`src/rtl/mem_copy_engine_pkg.sv`:
```
// rtl/mem_copy_engine_pkg.sv - shared types and constants for the memory copy/fill engine
package mem_copy_engine_pkg;

  // Defaults matching the 32x32 data-memory instance
  localparam int DEF_AW = 5;
  localparam int DEF_DW = 32;

  // Operation select on the mode input
  localparam logic MODE_COPY = 1'b0;
  localparam logic MODE_FILL = 1'b1;

  // Engine sequencing states
  typedef enum logic [1:0] {
    ST_IDLE = 2'd0,
    ST_RD   = 2'd1,
    ST_WR   = 2'd2,
    ST_FIN  = 2'd3
  } state_e;

endpackage

```
`src/rtl/mem_copy_engine_if.sv`:
```
// rtl/mem_copy_engine_if.sv - data-memory port bundle between the engine and the memory
interface mem_copy_engine_if
  import mem_copy_engine_pkg::*;
#(
  parameter int AW = DEF_AW,
  parameter int DW = DEF_DW
) ();

  logic [AW-1:0] mem_addrRe;
  logic [AW-1:0] mem_addr;
  logic [DW-1:0] mem_write_data;
  logic          MemRead;
  logic          MemWrite;
  logic [DW-1:0] mem_read_data;

  // Engine side: drives addresses, data and enables, receives read data
  modport master (
    output mem_addrRe,
    output mem_addr,
    output mem_write_data,
    output MemRead,
    output MemWrite,
    input  mem_read_data
  );

  // Memory side: the responder
  modport slave (
    input  mem_addrRe,
    input  mem_addr,
    input  mem_write_data,
    input  MemRead,
    input  MemWrite,
    output mem_read_data
  );

endinterface

```
`src/rtl/mem_copy_engine.sv`:
```
// rtl/mem_copy_engine.sv - memory copy/fill initiator owning the data-memory port while busy
module mem_copy_engine
  import mem_copy_engine_pkg::*;
#(
  parameter int AW = DEF_AW,
  parameter int DW = DEF_DW
) (
  input  logic              clk,
  input  logic              rst,
  input  logic              start,
  input  logic              mode,
  input  logic [AW-1:0]     src_base,
  input  logic [AW-1:0]     dst_base,
  input  logic [AW:0]       len,
  input  logic [DW-1:0]     fill_value,
  output logic              busy,
  output logic              done,
  output logic              err,
  output logic [AW:0]       words_done,
  mem_copy_engine_if.master mem
);

  // Full memory depth; len above this is rejected
  localparam logic [AW:0] DEPTH = {1'b1, {AW{1'b0}}};
  localparam logic [AW:0] ONE   = {{AW{1'b0}}, 1'b1};
  localparam logic [AW:0] ZERO  = '0;

  // Sequencer state
  state_e state_q, state_d;

  // Latched operation arguments
  logic          mode_q, mode_d;
  logic [AW-1:0] src_q, src_d;
  logic [AW-1:0] dst_q, dst_d;
  logic [AW:0]   len_q, len_d;
  logic [DW-1:0] fill_q, fill_d;

  // Word index and copy buffer
  logic [AW:0]   idx_q, idx_d;
  logic [DW-1:0] buf_q, buf_d;

  // Registered status outputs
  logic          busy_q, busy_d;
  logic          done_q, done_d;
  logic          err_q, err_d;
  logic [AW:0]   wdone_q, wdone_d;

  // Registered memory-port outputs
  logic [AW-1:0] rd_addr_q, rd_addr_d;
  logic [AW-1:0] wr_addr_q, wr_addr_d;
  logic [DW-1:0] wr_data_q, wr_data_d;
  logic          mem_rd_q, mem_rd_d;
  logic          mem_wr_q, mem_wr_d;

  // Low bits of the next index; address arithmetic wraps modulo the depth
  logic [AW-1:0] idx_lo_d;
  logic          last_word;

  assign idx_lo_d  = idx_d[AW-1:0];
  assign last_word = ((idx_q + ONE) == len_q);

  // Next-state and datapath: sequencing plus next values for all registered outputs
  always_comb begin
    state_d = state_q;
    mode_d  = mode_q;
    src_d   = src_q;
    dst_d   = dst_q;
    len_d   = len_q;
    fill_d  = fill_q;
    idx_d   = idx_q;
    buf_d   = buf_q;
    wdone_d = wdone_q;
    err_d   = 1'b0;

    case (state_q)
      ST_IDLE: begin
        if (start) begin
          if (len > DEPTH) begin
            // Rejected request: report and stay idle, memory untouched
            err_d = 1'b1;
          end else if (len == ZERO) begin
            wdone_d = ZERO;
            state_d = ST_FIN;
          end else begin
            mode_d  = mode;
            src_d   = src_base;
            dst_d   = dst_base;
            len_d   = len;
            fill_d  = fill_value;
            idx_d   = ZERO;
            wdone_d = ZERO;
            state_d = (mode == MODE_FILL) ? ST_WR : ST_RD;
          end
        end
      end

      ST_RD: begin
        // Read data is combinational while MemRead is high; capture it at the closing edge
        buf_d   = mem.mem_read_data;
        state_d = ST_WR;
      end

      ST_WR: begin
        idx_d   = idx_q + ONE;
        wdone_d = wdone_q + ONE;
        if (last_word) begin
          state_d = ST_FIN;
        end else if (mode_q == MODE_FILL) begin
          state_d = ST_WR;
        end else begin
          state_d = ST_RD;
        end
      end

      ST_FIN: begin
        state_d = ST_IDLE;
      end

      default: begin
        state_d = ST_IDLE;
      end
    endcase

    // Outputs are registered from the next state so the port never glitches
    mem_rd_d = (state_d == ST_RD);
    mem_wr_d = (state_d == ST_WR);
    busy_d   = (state_d == ST_RD) || (state_d == ST_WR);
    done_d   = (state_d == ST_FIN);

    // Read address moves only when the next cycle reads
    rd_addr_d = mem_rd_d ? (src_d + idx_lo_d) : rd_addr_q;

    // Write address/data move only on edges that open a write cycle, so they
    // are stable for the whole time MemWrite is high
    wr_addr_d = mem_wr_d ? (dst_d + idx_lo_d) : wr_addr_q;
    if (mem_wr_d) begin
      wr_data_d = (mode_d == MODE_FILL) ? fill_d : buf_d;
    end else begin
      wr_data_d = wr_data_q;
    end
  end

  // State and datapath registers; reset clears everything and drops the enables at once
  always_ff @(posedge clk or posedge rst) begin
    if (rst) begin
      state_q   <= ST_IDLE;
      mode_q    <= MODE_COPY;
      src_q     <= '0;
      dst_q     <= '0;
      len_q     <= '0;
      fill_q    <= '0;
      idx_q     <= '0;
      buf_q     <= '0;
      busy_q    <= 1'b0;
      done_q    <= 1'b0;
      err_q     <= 1'b0;
      wdone_q   <= '0;
      rd_addr_q <= '0;
      wr_addr_q <= '0;
      wr_data_q <= '0;
      mem_rd_q  <= 1'b0;
      mem_wr_q  <= 1'b0;
    end else begin
      state_q   <= state_d;
      mode_q    <= mode_d;
      src_q     <= src_d;
      dst_q     <= dst_d;
      len_q     <= len_d;
      fill_q    <= fill_d;
      idx_q     <= idx_d;
      buf_q     <= buf_d;
      busy_q    <= busy_d;
      done_q    <= done_d;
      err_q     <= err_d;
      wdone_q   <= wdone_d;
      rd_addr_q <= rd_addr_d;
      wr_addr_q <= wr_addr_d;
      wr_data_q <= wr_data_d;
      mem_rd_q  <= mem_rd_d;
      mem_wr_q  <= mem_wr_d;
    end
  end

  assign busy               = busy_q;
  assign done               = done_q;
  assign err                = err_q;
  assign words_done         = wdone_q;
  assign mem.mem_addrRe     = rd_addr_q;
  assign mem.mem_addr       = wr_addr_q;
  assign mem.mem_write_data = wr_data_q;
  assign mem.MemRead        = mem_rd_q;
  assign mem.MemWrite       = mem_wr_q;

endmodule

```
`src/flat_wrapper.sv`:
```
// flat-port wrapper written by rule: the top's interface ports become plain ports
module mem_copy_engine_flat import mem_copy_engine_pkg::*;
#(
  parameter int AW = DEF_AW,
  parameter int DW = DEF_DW
)
  (clk, rst, start, mode, src_base, dst_base, len, fill_value, busy, done, err, words_done, mem_mem_addrRe, mem_mem_addr, mem_mem_write_data, mem_MemRead, mem_MemWrite, mem_mem_read_data);
  mem_copy_engine_if #(.AW(AW), .DW(DW)) mem_i ();
  input  logic clk;
  input  logic rst;
  input  logic start;
  input  logic mode;
  input  logic [AW-1:0] src_base;
  input  logic [AW-1:0] dst_base;
  input  logic [AW:0] len;
  input  logic [DW-1:0] fill_value;
  output logic busy;
  output logic done;
  output logic err;
  output logic [AW:0] words_done;
  output wire logic [$bits(mem_i.mem_addrRe)-1:0] mem_mem_addrRe;
  output wire logic [$bits(mem_i.mem_addr)-1:0] mem_mem_addr;
  output wire logic [$bits(mem_i.mem_write_data)-1:0] mem_mem_write_data;
  output wire logic [$bits(mem_i.MemRead)-1:0] mem_MemRead;
  output wire logic [$bits(mem_i.MemWrite)-1:0] mem_MemWrite;
  input wire logic [$bits(mem_i.mem_read_data)-1:0] mem_mem_read_data;
  assign mem_mem_addrRe = mem_i.mem_addrRe;
  assign mem_mem_addr = mem_i.mem_addr;
  assign mem_mem_write_data = mem_i.mem_write_data;
  assign mem_MemRead = mem_i.MemRead;
  assign mem_MemWrite = mem_i.MemWrite;
  assign mem_i.mem_read_data = mem_mem_read_data;
  mem_copy_engine #(.AW(AW), .DW(DW)) u_core (.clk(clk), .rst(rst), .start(start), .mode(mode), .src_base(src_base), .dst_base(dst_base), .len(len), .fill_value(fill_value), .busy(busy), .done(done), .err(err), .words_done(words_done), .mem(mem_i));
endmodule
```
`config.mk`:
```
export PLATFORM = sky130hd
export DESIGN_NAME = mem_copy_engine_flat
export DESIGN_NICKNAME = d
export VERILOG_FILES = /design/src/rtl/mem_copy_engine_pkg.sv /design/src/rtl/mem_copy_engine_if.sv /design/src/rtl/mem_copy_engine.sv /design/src/flat_wrapper.sv
export SDC_FILE = /design/constraint.sdc
export NUM_CORES = 1
export LEC_CHECK = 0
export CAP_MARGIN = 40
export CORE_AREA = 4 4 140 102
export CTS_CLUSTER_SIZE = 8
export DETAILED_ROUTE_END_ITERATION = 6
export DIE_AREA = 0 0 144 106
export HOLD_SLACK_MARGIN = 0.06
export PLACE_DENSITY_LB_ADDON = 0.25
export SYNTH_ARGS = -nofsm -noshare
export SYNTH_HDL_FRONTEND = slang
export SYNTH_SLANG_ARGS = --single-unit
```
`constraint.sdc`:
```
create_clock -name clk -period 5.3 [get_ports clk]
set_input_delay 0.53 -clock clk [delete_from_list [all_inputs] [get_ports clk]]
set_output_delay 0.53 -clock clk [all_outputs]
set_load 0.03 [all_outputs]
```
==> qor.txt <==
GRT
------------------------------------------------------------------------------------------
Maximum number of pins on one net before global-route repair                            93
First-pass GRT wire length                                                        24000 µm
Overall overflow remaining after global route                                            0
GRT Resource Usage Total                                                             20.2%
Number of global-route vias before repair                                             4666
Antenna violations before repair                                                         0

DRT
------------------------------------------------------------------------------------------
Number of DRC markers in iteration 0                                                   238
Via-to-Cell Ratio                                                                     5.28
Mean routed wirelength per cell                                                    17.8 µm
Post-detailed-route DRC marker count                                                     0
Vias post-DR                                                                          4481
Routed WL                                                                         15100 µm
First-pass iteration count of the detailed router                                        4
Antenna-violating nets left                                                              0

CLOCK NETWORK
------------------------------------------------------------------------------------------
TritonCTS Buffers                                                                       17
Maximum level of the CTS H-tree                                                          4
Clock Path Buffers                                                                       2
Library cell used as clock root buffer                                           clkbuf_16
Count of buffers added by post-CTS timing repair for setup                               0
Clock Latency Late Sink                                                             420 ps
Post-cts sizing count                                                                    0
Sink count of the clock tree                                                           142
Clock edge transition at the registers on the reported setup and hold paths          60 ps
CTS hold repair buffers                                                                  0
TritonCTS clock tree                                                                   yes

SETUP PATH
------------------------------------------------------------------------------------------
Worst-path cell with the longest stage delay                                        nor3_4
Cells along the critical path                                                 clkdlybuf4s50_1 -> or4_4 -> o21a_2 -> nor3_4 -> nand2_1 -> nand2_1 -> ha_1 -> inv_1 -> fa_1 -> nor2b_1 -> o21ai_0 -> nand2b_1 -> nand3_1 -> a21o_1 -> a31oi_1
Critical path peak fanout                                                               18
Family with the most delay on the worst path                                  simple AND/OR/NAND/NOR gates
Critical Path Start Type                                                      primary input
Critical path's most frequent cell                                                 nand2_1
Crit Reg-Reg Startpoint                                                       u_core.state_q[0]
Max stage delay on crit path                                                        660 ps
Worst endpoint data arrival time                                                   4180 ps
Critical Path RT                                                                   5630 ps
Kind of capture point of the worst setup path                                     register
Critical path startpoint                                                            len[1]
Critical path buffers and inverters                                                      2
Path type of the worst setup path                                             primary input to register

SYNTH
------------------------------------------------------------------------------------------
Ys async rst share                                                                    100%
Total of warnings raised by yosys                                                        0
Share of the yosys chip area belonging to registers                                  54.9%
Cells after Synth                                                                      529
Most frequently used flop master after synthesis                                   dfrtp_1
Mean instance size in the synthesized netlist                                     12.2 µm²
Summed instance area of the synthesized netlist                                   6470 µm²
Post-synth cell types                                                                   53
Number of storage elements in the synthesis netlist                                    142
Post-synth EDFFs                                                                         0
Synthesized net count                                                                  627

STA
------------------------------------------------------------------------------------------
Period utilisation layout                                                            72.6%
Tightest slew margin relative to the limit                                           44.8%
Setup TNS                                                                             0 ps
Setup skew after layout                                                            9.83 ps
Transition time at the pin with the least slew margin                               828 ps
RSZ-0062 raised after global routing                                                 false
Setup violation total in the final timing report                                         0
Achievable Freq                                                                  0.260 GHz
Min Clock Period, post-route                                                       3850 ps
Max-slew violation count                                                                 0
Number of hold violations in the final report                                            0
Worst Slack Setup Final                                                            1450 ps
Worst hold-check slack                                                              374 ps

POWER AND IR DROP
------------------------------------------------------------------------------------------
Total chip power                                                                   5.92 mW
Power Density                                                                   685 nW/µm²
Leakage power                                                                      3.93 nW
Maximum VDD drop                                                                    383 µV

DIE
------------------------------------------------------------------------------------------
Starting Density                                                                     50.1%
Number of placement rows                                                                35
Total I/O pin count                                                                    137
Die Width                                                                           144 µm
Die height                                                                          106 µm
Core Footprint                                                                   12900 µm²
Full die area                                                                    15300 µm²

FINAL LAYOUT
------------------------------------------------------------------------------------------
Ratio of cells with drive above 1 in the final layout                                14.6%
Ant diodes                                                                               0
Layout Utilization                                                                   66.9%
Post-Layout Cell Count                                                                 849
Layout Cell Area excl Fill                                                        8640 µm²
Final-stage net count                                                                  768
Area delta synth->final                                                              33.5%
Filler Cells Inserted                                                                  942

PLACED DESIGN
------------------------------------------------------------------------------------------
Placement Setup Slack                                                              1140 ps
# placed instances                                                                     817
Hpwl dp                                                                           10600 µm
Count of input and output buffers                                                      136
Dpl cell area                                                                     8040 µm²
Final GP Congestion                                                                  0.875

RUN
------------------------------------------------------------------------------------------
Number of max-cap violations                                                             0

WORST HOLD PATH
------------------------------------------------------------------------------------------
Type of the worst min-delay path                                              primary input to async pin

STATUS
------------------------------------------------------------------------------------------
Result of the run                                                                completed

-- cell usage after synthesis, types with 2 or more instances --
cell type / number / area share, %
buf_2: 4 / 0.31
o31ai_1: 4 / 0.46
a21oi_1: 5 / 0.39
ha_1: 13 / 2.5
xnor2_1: 12 / 1.6
nand2_1: 58 / 3.4
mux2_1: 23 / 4.0
mux2_2: 48 / 8.4
nor3_1: 3 / 0.23
nor4b_1: 2 / 0.27
clkbuf_1: 11 / 0.64
nor2_1: 20 / 1.2
nand4_1: 4 / 0.39
a31oi_1: 6 / 0.58
a21o_1: 3 / 0.35
inv_1: 42 / 2.4
or3_1: 3 / 0.29
o21a_1: 2 / 0.23
buf_4: 3 / 0.35
nor4_1: 2 / 0.19
xor2_1: 7 / 0.95
mux2i_1: 65 / 10
nand3_1: 6 / 0.46
nand2b_1: 2 / 0.19
dfrtp_1: 142 / 55
o21ai_0: 10 / 0.77
buf_1: 2 / 0.12
nor2b_1: 2 / 0.19
-- power breakdown --
group / switching [mW] / total [mW] / internal, mW
clock network: 0.463 / 1.18 / 0.718
registers: 0.276 / 1.91 / 1.63
logic: 1.52 / 2.83 / 1.31
-- final cells by class --
class | count | area (µm²) | area share [%]
Sequential cell | 142 | 3550 | 41.1
Clock inverter | 13 | 140 | 1.62
Inverter | 43 | 166 | 1.93
Clock buffer | 19 | 453 | 5.24
Timing Repair Buffer | 143 | 1450 | 16.8
Tap cell | 166 | 208 | 2.40
Multi-Input combinational cell | 323 | 2660 | 30.8
-- registers in the layout, summed over array words and instances, names as in the netlist --
name,count
u_core.mem.mem_write_data,32
u_core.mode_q,1
u_core.len_q,6
u_core.fill_q,32
u_core.words_done,6
u_core.mem.mem_addrRe,5
u_core.mem.mem_addr,5
u_core.state_q,2
u_core.dst_q,5
u_core.busy,1
u_core.mem.MemWrite,1
u_core.idx_q,6
u_core.done,1
u_core.buf_q,32
u_core.src_q,5
u_core.mem.MemRead,1
u_core.err,1
-- logic make-up after synthesis --
logic type | share of synthesized area (%)
DFF | 54.9
muxes | 22.8
and+or+nand+nor | 8.26
buffers and inverters | 4.08
AOI/OAI and AO/OA | 4.24
xor gates and xnor gates | 2.92
adders and majority gates | 2.82
-- worst register-to-register path: cells and delay by family, from the launching register on --
family	cells	cell delay (ps)
buf+inv	1	70
flops	1	550
simple gates	8	1750
compound gates	3	420
fa+ha+maj	2	600
-- path summary, 6_finish.rpt --
check                                                 to  slack [ps]  depth (start not counted)
max                               u_core.mem.mem_addr[4]        1450                         15
min                        u_core.mem.mem_write_data[21]         370                          2
max reg2reg                       u_core.mem.mem_addr[4]        1810                         14
min reg2reg                              u_core.src_q[0]         480                          2
max in group asynchronous            u_core.mem.MemWrite        3680                          4
min in group clk                         u_core.src_q[0]         480                          2
-- layer usage --
metal	global-route usage (%)	routed length [µm]
met1	29.1	7110
met3	6.65	1200
met2	29.4	6630
met4	5.44	167
met5	0	0
-- placed cells by master (no fill, tap or decap), types with 3 or more instances in the layout --
cell             Yosys  final
o21ai_0             10     10
buf_4                3      5
inv_1               42     41
clkinv_4             0      3
mux2_1              23     23
dfrtp_1            142    142
clkbuf_16            0     17
clkinvlp_4           0      4
nand4_1              4      4
nor3_1               3      3
nand2_1             58     58
clkdlybuf4s50_1      0    136
nor2_1              20     19
xor2_1               7      7
nand3_1              6      6
o31ai_1              4      4
ha_1                13     12
xnor2_1             12     12
a21oi_1              5      5
mux2i_1             65     65
clkinv_2             0      3
mux2_2              48     48
or3_1                3      3
a31oi_1              6      6
a21o_1               3      3
(Power assumes the default switching activity.)
